[config.mk]
export PLATFORM = sky130hd
export DESIGN_NAME = ctrl_fsm
export DESIGN_NICKNAME = d
export VERILOG_FILES = /design/src/rtl/ctrl_fsm.sv
export SDC_FILE = /design/constraint.sdc
export NUM_CORES = 1
export LEC_CHECK = 0
export CAP_MARGIN = 30
export CORE_UTILIZATION = 36
export CTS_CLUSTER_SIZE = 16
export DETAILED_ROUTE_END_ITERATION = 10
export PLACE_DENSITY = 0.68
export SYNTH_ARGS = -nofsm -noshare
export SYNTH_HDL_FRONTEND = slang
export SYNTH_SLANG_ARGS = --single-unit
[constraint.sdc]
create_clock -name clk_i -period 2.3 [get_ports clk_i]
set_input_delay 0.69 -clock clk_i [delete_from_list [all_inputs] [get_ports clk_i]]
set_output_delay 0.69 -clock clk_i [all_outputs]
set_load 0.05 [all_outputs]
[src/rtl/ctrl_fsm.sv]
// Multi-cycle instruction sequencer: fetch, decode, execute, memory, writeback.
// Drives IR/PC/ALU/regfile/dmem strobes and handshakes with imem/dmem via req/ack.
//
// state  | meaning
// FETCH  | request instruction; on ack load IR and advance PC by 4
// DECODE | latch opcode, pick next state (trap/halt/nop/exec)
// EXEC   | drive ALU controls; resolve branches and jumps
// MEM    | data memory access, held until ack
// WB     | one-cycle register file write
// HALT   | terminal after HALT opcode, only reset exits
// TRAP   | terminal after illegal opcode, only reset exits
module ctrl_fsm (
  input  logic       clk_i,
  input  logic       rst_i,
  input  logic [3:0] opcode_i,
  input  logic       zero_i,
  output logic       imem_req_o,
  input  logic       imem_ack_i,
  output logic       dmem_req_o,
  output logic       dmem_we_o,
  input  logic       dmem_ack_i,
  output logic       ir_we_o,
  output logic       pc_we_o,
  output logic [1:0] pc_src_o,
  output logic [2:0] alu_op_o,
  output logic       alu_src_b_o,
  output logic       rf_we_o,
  output logic       wb_sel_o,
  output logic       halted_o,
  output logic       illegal_o,
  output logic [2:0] state_o
);

  typedef enum logic [2:0] {
    S_FETCH  = 3'd0,
    S_DECODE = 3'd1,
    S_EXEC   = 3'd2,
    S_MEM    = 3'd3,
    S_WB     = 3'd4,
    S_HALT   = 3'd5,
    S_TRAP   = 3'd6
  } state_t;

  localparam logic [3:0] OP_NOP  = 4'h0;
  localparam logic [3:0] OP_LD   = 4'h8;
  localparam logic [3:0] OP_ST   = 4'h9;
  localparam logic [3:0] OP_BEQ  = 4'hA;
  localparam logic [3:0] OP_BNE  = 4'hB;
  localparam logic [3:0] OP_JMP  = 4'hC;
  localparam logic [3:0] OP_HALT = 4'hD;

  localparam logic [1:0] PC_SEQ = 2'd0;
  localparam logic [1:0] PC_REL = 2'd1;
  localparam logic [1:0] PC_ABS = 2'd2;

  localparam logic [2:0] ALU_ADD = 3'd0;
  localparam logic [2:0] ALU_SUB = 3'd1;
  localparam logic [2:0] ALU_AND = 3'd2;
  localparam logic [2:0] ALU_OR  = 3'd3;
  localparam logic [2:0] ALU_XOR = 3'd4;
  localparam logic [2:0] ALU_SLT = 3'd5;

  state_t     r_state;
  state_t     w_next;
  logic [3:0] r_opcode;
  logic [2:0] w_alu_op;
  logic       w_alu_src_b;

  always_ff @(posedge clk_i) begin
    if (rst_i) begin
      r_state  <= S_FETCH;
      r_opcode <= OP_NOP;
    end else begin
      r_state <= w_next;
      if (r_state == S_DECODE) r_opcode <= opcode_i;
    end
  end

  // ALU controls depend only on the latched opcode, so EXEC, MEM and WB share them.
  always_comb begin
    w_alu_op    = ALU_ADD;
    w_alu_src_b = 1'b0;
    case (r_opcode)
      4'h1: w_alu_op = ALU_ADD;
      4'h2: w_alu_op = ALU_SUB;
      4'h3: w_alu_op = ALU_AND;
      4'h4: w_alu_op = ALU_OR;
      4'h5: w_alu_op = ALU_XOR;
      4'h6: w_alu_op = ALU_SLT;
      4'h7, OP_LD, OP_ST: w_alu_src_b = 1'b1;
      OP_BEQ, OP_BNE: w_alu_op = ALU_SUB;
      default: ;
    endcase
  end

  always_comb begin
    w_next      = r_state;
    imem_req_o  = 1'b0;
    dmem_req_o  = 1'b0;
    dmem_we_o   = 1'b0;
    ir_we_o     = 1'b0;
    pc_we_o     = 1'b0;
    pc_src_o    = PC_SEQ;
    alu_op_o    = ALU_ADD;
    alu_src_b_o = 1'b0;
    rf_we_o     = 1'b0;
    wb_sel_o    = 1'b0;
    halted_o    = 1'b0;
    illegal_o   = 1'b0;
    state_o     = r_state;
    if (rst_i) begin
      // Reset cycle: every output quiet, including the fetch request.
      w_next  = S_FETCH;
      state_o = 3'd0;
    end else begin
      case (r_state)
        S_FETCH: begin
          imem_req_o = 1'b1;
          if (imem_ack_i) begin
            ir_we_o  = 1'b1;
            pc_we_o  = 1'b1;
            pc_src_o = PC_SEQ;
            w_next   = S_DECODE;
          end
        end
        S_DECODE: begin
          case (opcode_i)
            4'hE, 4'hF: w_next = S_TRAP;
            OP_HALT:    w_next = S_HALT;
            OP_NOP:     w_next = S_FETCH;
            default:    w_next = S_EXEC;
          endcase
        end
        S_EXEC: begin
          alu_op_o    = w_alu_op;
          alu_src_b_o = w_alu_src_b;
          case (r_opcode)
            OP_LD, OP_ST: w_next = S_MEM;
            OP_BEQ: begin
              pc_src_o = PC_REL;
              pc_we_o  = zero_i;
              w_next   = S_FETCH;
            end
            OP_BNE: begin
              pc_src_o = PC_REL;
              pc_we_o  = !zero_i;
              w_next   = S_FETCH;
            end
            OP_JMP: begin
              pc_src_o = PC_ABS;
              pc_we_o  = 1'b1;
              w_next   = S_FETCH;
            end
            default: w_next = S_WB;
          endcase
        end
        S_MEM: begin
          dmem_req_o  = 1'b1;
          dmem_we_o   = (r_opcode == OP_ST);
          alu_op_o    = w_alu_op;
          alu_src_b_o = w_alu_src_b;
          if (dmem_ack_i) w_next = (r_opcode == OP_ST) ? S_FETCH : S_WB;
        end
        S_WB: begin
          rf_we_o     = 1'b1;
          wb_sel_o    = (r_opcode == OP_LD);
          alu_op_o    = w_alu_op;
          alu_src_b_o = w_alu_src_b;
          w_next      = S_FETCH;
        end
        S_HALT:  halted_o  = 1'b1;
        S_TRAP:  illegal_o = 1'b1;
        default: w_next    = S_FETCH;
      endcase
    end
  end

endmodule

**Word level (Yosys, flattened, before mapping)**

Index checks and enable logic that the tools add are counted.

- Bits in registers: 7
- Output and inout port bits: 18
- Word-level logic and storage cells: 73

- Equality and inequality tests: 22
- Mux-type cells: 36
- Bitwise operators: 1
- Reductions and logical operators: 12

Operators by type and width:

| cell | count |
|---|---|
| equality test 4 bit, second input constant | 8 |
| case mux 3 bit (5 select lines) | 2 |
| 2-to-1 mux 1 bit | 21 |
| 2-to-1 mux 3 bit | 6 |
| equality test 4 x 3 -> 1 bit, second input constant | 4 |
| OR reduction 3 bit | 4 |
| equality test 3 bit, second input constant | 3 |
| case mux 3 bit (3 select lines) | 1 |
| equality test 4 x 2 -> 1 bit, second input constant | 2 |
| OR reduction 2 bit | 4 |
| equality test 3 x 2 -> 1 bit, second input constant | 2 |
| case mux 3 bit (2 select lines) | 1 |
| zero test 4 bit | 1 |
| 2-to-1 mux 2 bit | 2 |
| inequality test 2 bit, second input constant | 2 |
| case mux 2 bit (2 select lines) | 1 |
| equality test 3 x 1 -> 1 bit, second input constant | 1 |
| zero test 3 bit | 1 |
| case mux 1 bit (3 select lines) | 1 |
| AND reduction 3 bit | 1 |
| case mux 1 bit (2 select lines) | 1 |
| zero test 1 bit | 1 |
| NOT 1 bit | 1 |

**Logic depth before layout (Yosys ltp)**

- Depth after elaboration: 5
- Gate-level depth with buffers: 5
- Gate-level depth less buffers: 3

**Worst setup path before layout**

OpenSTA, ideal clock, no wires.

- Path type: in2out
- From: in rst_i
- To: out pc_we_o
- Data arrival time: 3.307 ns
- Setup slack: -1.697 ns
- Stages on the path: 3
- Buffers on the path: 0
- Cells stage by stage: nor4_1 -> and2_1 -> o21bai_1

- Cells in the longest elaborated chain, start to end: 1

RTL lines:

| what | line | text |
|---|---|---|
| start: declaration | 14 | `input logic rst_i,` |
| 2-to-1 mux 1 bit | 111 | `if (rst_i) begin` |
| end: declaration | 23 | `output logic pc_we_o,` |

Every way passes these cells.

**Final worst setup path**

- From: in rst_i
- To: out dmem_we_o

- Cells in the longest elaborated chain, start to end: 1

RTL lines:

| what | line | text |
|---|---|---|
| 2-to-1 mux 1 bit | 111 |  |
| end: declaration | 20 | `output logic dmem_we_o,` |

Every way passes these cells.

==> run metrics <==
maximum single-stage delay on the critical path about 0.24 ns; Core Rows 15; hold_buf cts 0; global-route congestion overflow total 0; category of the critical setup timing path primary input to output port; GP Congestion slightly above 0.8; maximum vdd ir drop approximately 0.00053 V; final setup skew approximately 0.0018 ns; antenna violations before repair 0; Sequential Power Share 0.252; yosys synthesis warning count 0; mean area per synthesized cell 8.047 sq um; fin nets 138; Via density ~5.3; Power Internal around 0.00047 W; HPWL Detailed ~1900 um; cell chosen for the clock root sky130_fd_sc_hd__clkbuf_4; nets in the synthesized netlist between 90 and 100; Worst-path clk slew roughly 0.050 ns; iteration-0 DRC count of the detailed router 5; CP Cell Sequence buf_6 > buf_6 > or2_4 > nor2_4 > and3_4 > buf_12; setup repair after global routing missed its margin true; critical path's top delay family simple AND/OR/NAND/NOR gates; DP Worst Slack -0.5109 ns; relative contribution of the clock network to total power 0.134; fraction of power consumed by combinational cells 0.613; crit path max-delay cell type sky130_fd_sc_hd__or2_4; kind of launch point of the worst setup path primary input; CP Max Fanout 5; first-pass iteration count of the detailed router 4; number of global-route vias before repair between 700 and 800; r2r worst-path depth 4; horizontal die dimension between 40 and 50 um; leakage component of the power approximately 0.53 nW; TritonCTS Sinks 7; Die Y-Extent around 46 um; overall fraction of global-route tracks in use 0.2396; final hold slack approximately 0.6 ns; final wirelength about 2500 um; area share of the largest cell type after synthesis 0.1979; async set-or-reset flop fraction in the synthesized netlist 0; worst-case setup margin in the final layout approximately 0.025 ns; layout overhead on the synthesized area 109.0%; cell accounting for the most synthesized area sky130_fd_sc_hd__dfxtp_1; crit path DAT 1.59 ns; number of cells produced by synthesis 88; top achievable clock speed approximately 440 MHz; Clk Latency, worst-skew pair around 0.25 ns; max-slew violation count 0; global-route wire length before repair roughly 3600 um; number of violations of the max-capacitance limit 0; core area 1783 sq um; Worst path depth 6; transition time at the pin with the least slew margin ~0.35 ns; number of endpoints failing setup at the final stage 0; TritonCTS buffer count 3; top area cells in the synthesized netlist sky130_fd_sc_hd__dfxtp_1, sky130_fd_sc_hd__nor2b_1, sky130_fd_sc_hd__mux2i_1; post-route minimum period about 2.3 ns; Switching Power between 0.0003 and 0.0004 W; CTS tree yes; required time reported for the critical path endpoint approximately 1.6 ns; flop and latch count out of synthesis 7; average wire per standard cell 16.06 um; Max-slew headroom 0.7625; count of vias placed by the detailed router roughly 800; proportion of synthesized chip area in sequential cells 0.1979; DRC errors left 0; fraction of layout cells with a size suffix above 1 0.5703; Crit path buffers/inverters 3; type of destination of the critical path output port; number of H-tree levels 1; outcome finished, final reports clean; most used standard cell by instance count after synthesis sky130_fd_sc_hd__nor2b_1; cell area after synthesis about 700 sq um; flip-flop cell with the highest count after synthesis sky130_fd_sc_hd__dfxtp_1; starting density of the core 0.3972; share of the clock period used by the worst path after layout 0.9893; final core utilization 0.8302; Antenna diodes 0; buffers added on ports 26; ranking of synthesized cells by instance count sky130_fd_sc_hd__nor2b_1, sky130_fd_sc_hd__nor2_1, sky130_fd_sc_hd__dfxtp_1; switching share of power 0.4333; maximum number of pins on one net before global-route repair 11; ratio of total power to cell area roughly 560 nW/um^2; Clock Path Buffers 2; final setup TNS 0 ns; number of synthesized flops with an enable pin 0; Final Hold Vio Count 0; Crit path top cell by count sky130_fd_sc_hd__buf_6; I/O pin count 27; Antenna Violating Nets Remaining 0; number of cells on the worst hold path 2; Min-Delay Path Class flop to flop; die area ~2100 sq um; Synth cell types 40
==> repair_timing <==
item	in CTS	in global routing
hold endpoints to repair	0	0
buffers inserted	2	0
resized for setup	15	12
endpoints found under the setup margin	18	10
pin swaps	9	2
==> layout by cell type (no fill, tap or decap), types with 2 or more instances in the layout <==
| master | instances |
|---|---|
| sky130_fd_sc_hd__clkbuf_4 | 3 |
| sky130_fd_sc_hd__o21bai_4 | 2 |
| sky130_fd_sc_hd__nor2b_1 | 7 |
| sky130_fd_sc_hd__nor4b_4 | 2 |
| sky130_fd_sc_hd__nand2_1 | 4 |
| sky130_fd_sc_hd__buf_6 | 2 |
| sky130_fd_sc_hd__nand4b_1 | 2 |
| sky130_fd_sc_hd__nand3_1 | 2 |
| sky130_fd_sc_hd__nor3b_1 | 2 |
| sky130_fd_sc_hd__buf_12 | 18 |
| sky130_fd_sc_hd__nor3b_2 | 2 |
| sky130_fd_sc_hd__clkdlybuf4s50_1 | 5 |
| sky130_fd_sc_hd__nor2_1 | 6 |
| sky130_fd_sc_hd__a21oi_1 | 3 |
| sky130_fd_sc_hd__buf_4 | 18 |
| sky130_fd_sc_hd__dfxtp_2 | 5 |
| sky130_fd_sc_hd__mux2i_1 | 4 |
| sky130_fd_sc_hd__nor3b_4 | 2 |
| sky130_fd_sc_hd__o21ai_0 | 3 |
| sky130_fd_sc_hd__nor2_4 | 2 |
| sky130_fd_sc_hd__nor2b_4 | 3 |
| sky130_fd_sc_hd__dfxtp_1 | 2 |
==> area by class of cell <==
cell class	count	area [sq um]
tap	25	31.28
multi-input combinational	72	688.2
clock buffer	4	26.28
timing repair buffer	45	588.1
sequential	7	146.4
fill	101	302.8
==> power groups by stage <==
stage          Sequential [W]  Combinational, W  Clock, W
5_1_grt              0.000213          0.000534  0.000127
3_5_place_dp         0.000200          0.000481         0
4_1_cts              0.000202          0.000493  0.000115
6_report             0.000209          0.000508  0.000111
3_3_place_gp         0.000198          0.000469         0
2_1_floorplan        0.000162          0.000339         0
==> worst register-to-register path: stages, from the launching register on <==
cell                      delay (ns)
sky130_fd_sc_hd__dfxtp_2        0.48
sky130_fd_sc_hd__buf_4          0.22
sky130_fd_sc_hd__xor2_1         0.09
sky130_fd_sc_hd__and2_1         0.17
sky130_fd_sc_hd__o41a_1         0.42
==> path summary, 6_finish.rpt <==
kind / startpoint / endpoint / slack (ns)
max: rst_i / dmem_we_o / 0.02
min: r_opcode[1]$_SDFFE_PP0P_ / r_opcode[1]$_SDFFE_PP0P_ / 0.60
max reg2reg: r_state[0]$_SDFFE_PP0P_ / r_state[2]$_SDFFE_PP0P_ / 0.80
min reg2reg: r_opcode[1]$_SDFFE_PP0P_ / r_opcode[1]$_SDFFE_PP0P_ / 0.60
==> metrics by stage <==
step	power, W	instances	cell area (sq um)
3_3_place_gp	0.0006669	147	1375
6_report	0.0008290	153	1480
2_1_floorplan	0.0005009	88	842.1
3_5_place_dp	0.0006808	147	1375
5_1_grt	0.0008738	153	1480
4_1_cts	0.0008095	153	1444
==> registers in the layout, summed over array words and instances, names as in the netlist <==
register,cells
r_opcode,4
r_state,3
==> logic make-up (layout without fill, tap and decap cells) <==
family	count (synthesis)	after routing	share of synthesized area
AND/OR/NAND/NOR	48	48	0.4488
AO/OA/AOI/OAI	18	18	0.1943
buffers and inverters	9	49	0.07772
flip-flops	7	7	0.1979
multiplexers	4	4	0.05654
XOR/XNOR	2	2	0.02474
==> layer usage <==
layer / GRT usage / part of all wire
met4: 0.05882 / 0.0065
met2: 0.4389 / 0.55
met5: 0 / 0
met3: 0.07451 / 0.033
met1: 0.2617 / 0.41
Note: power is estimated with default switching activity, not from simulation.
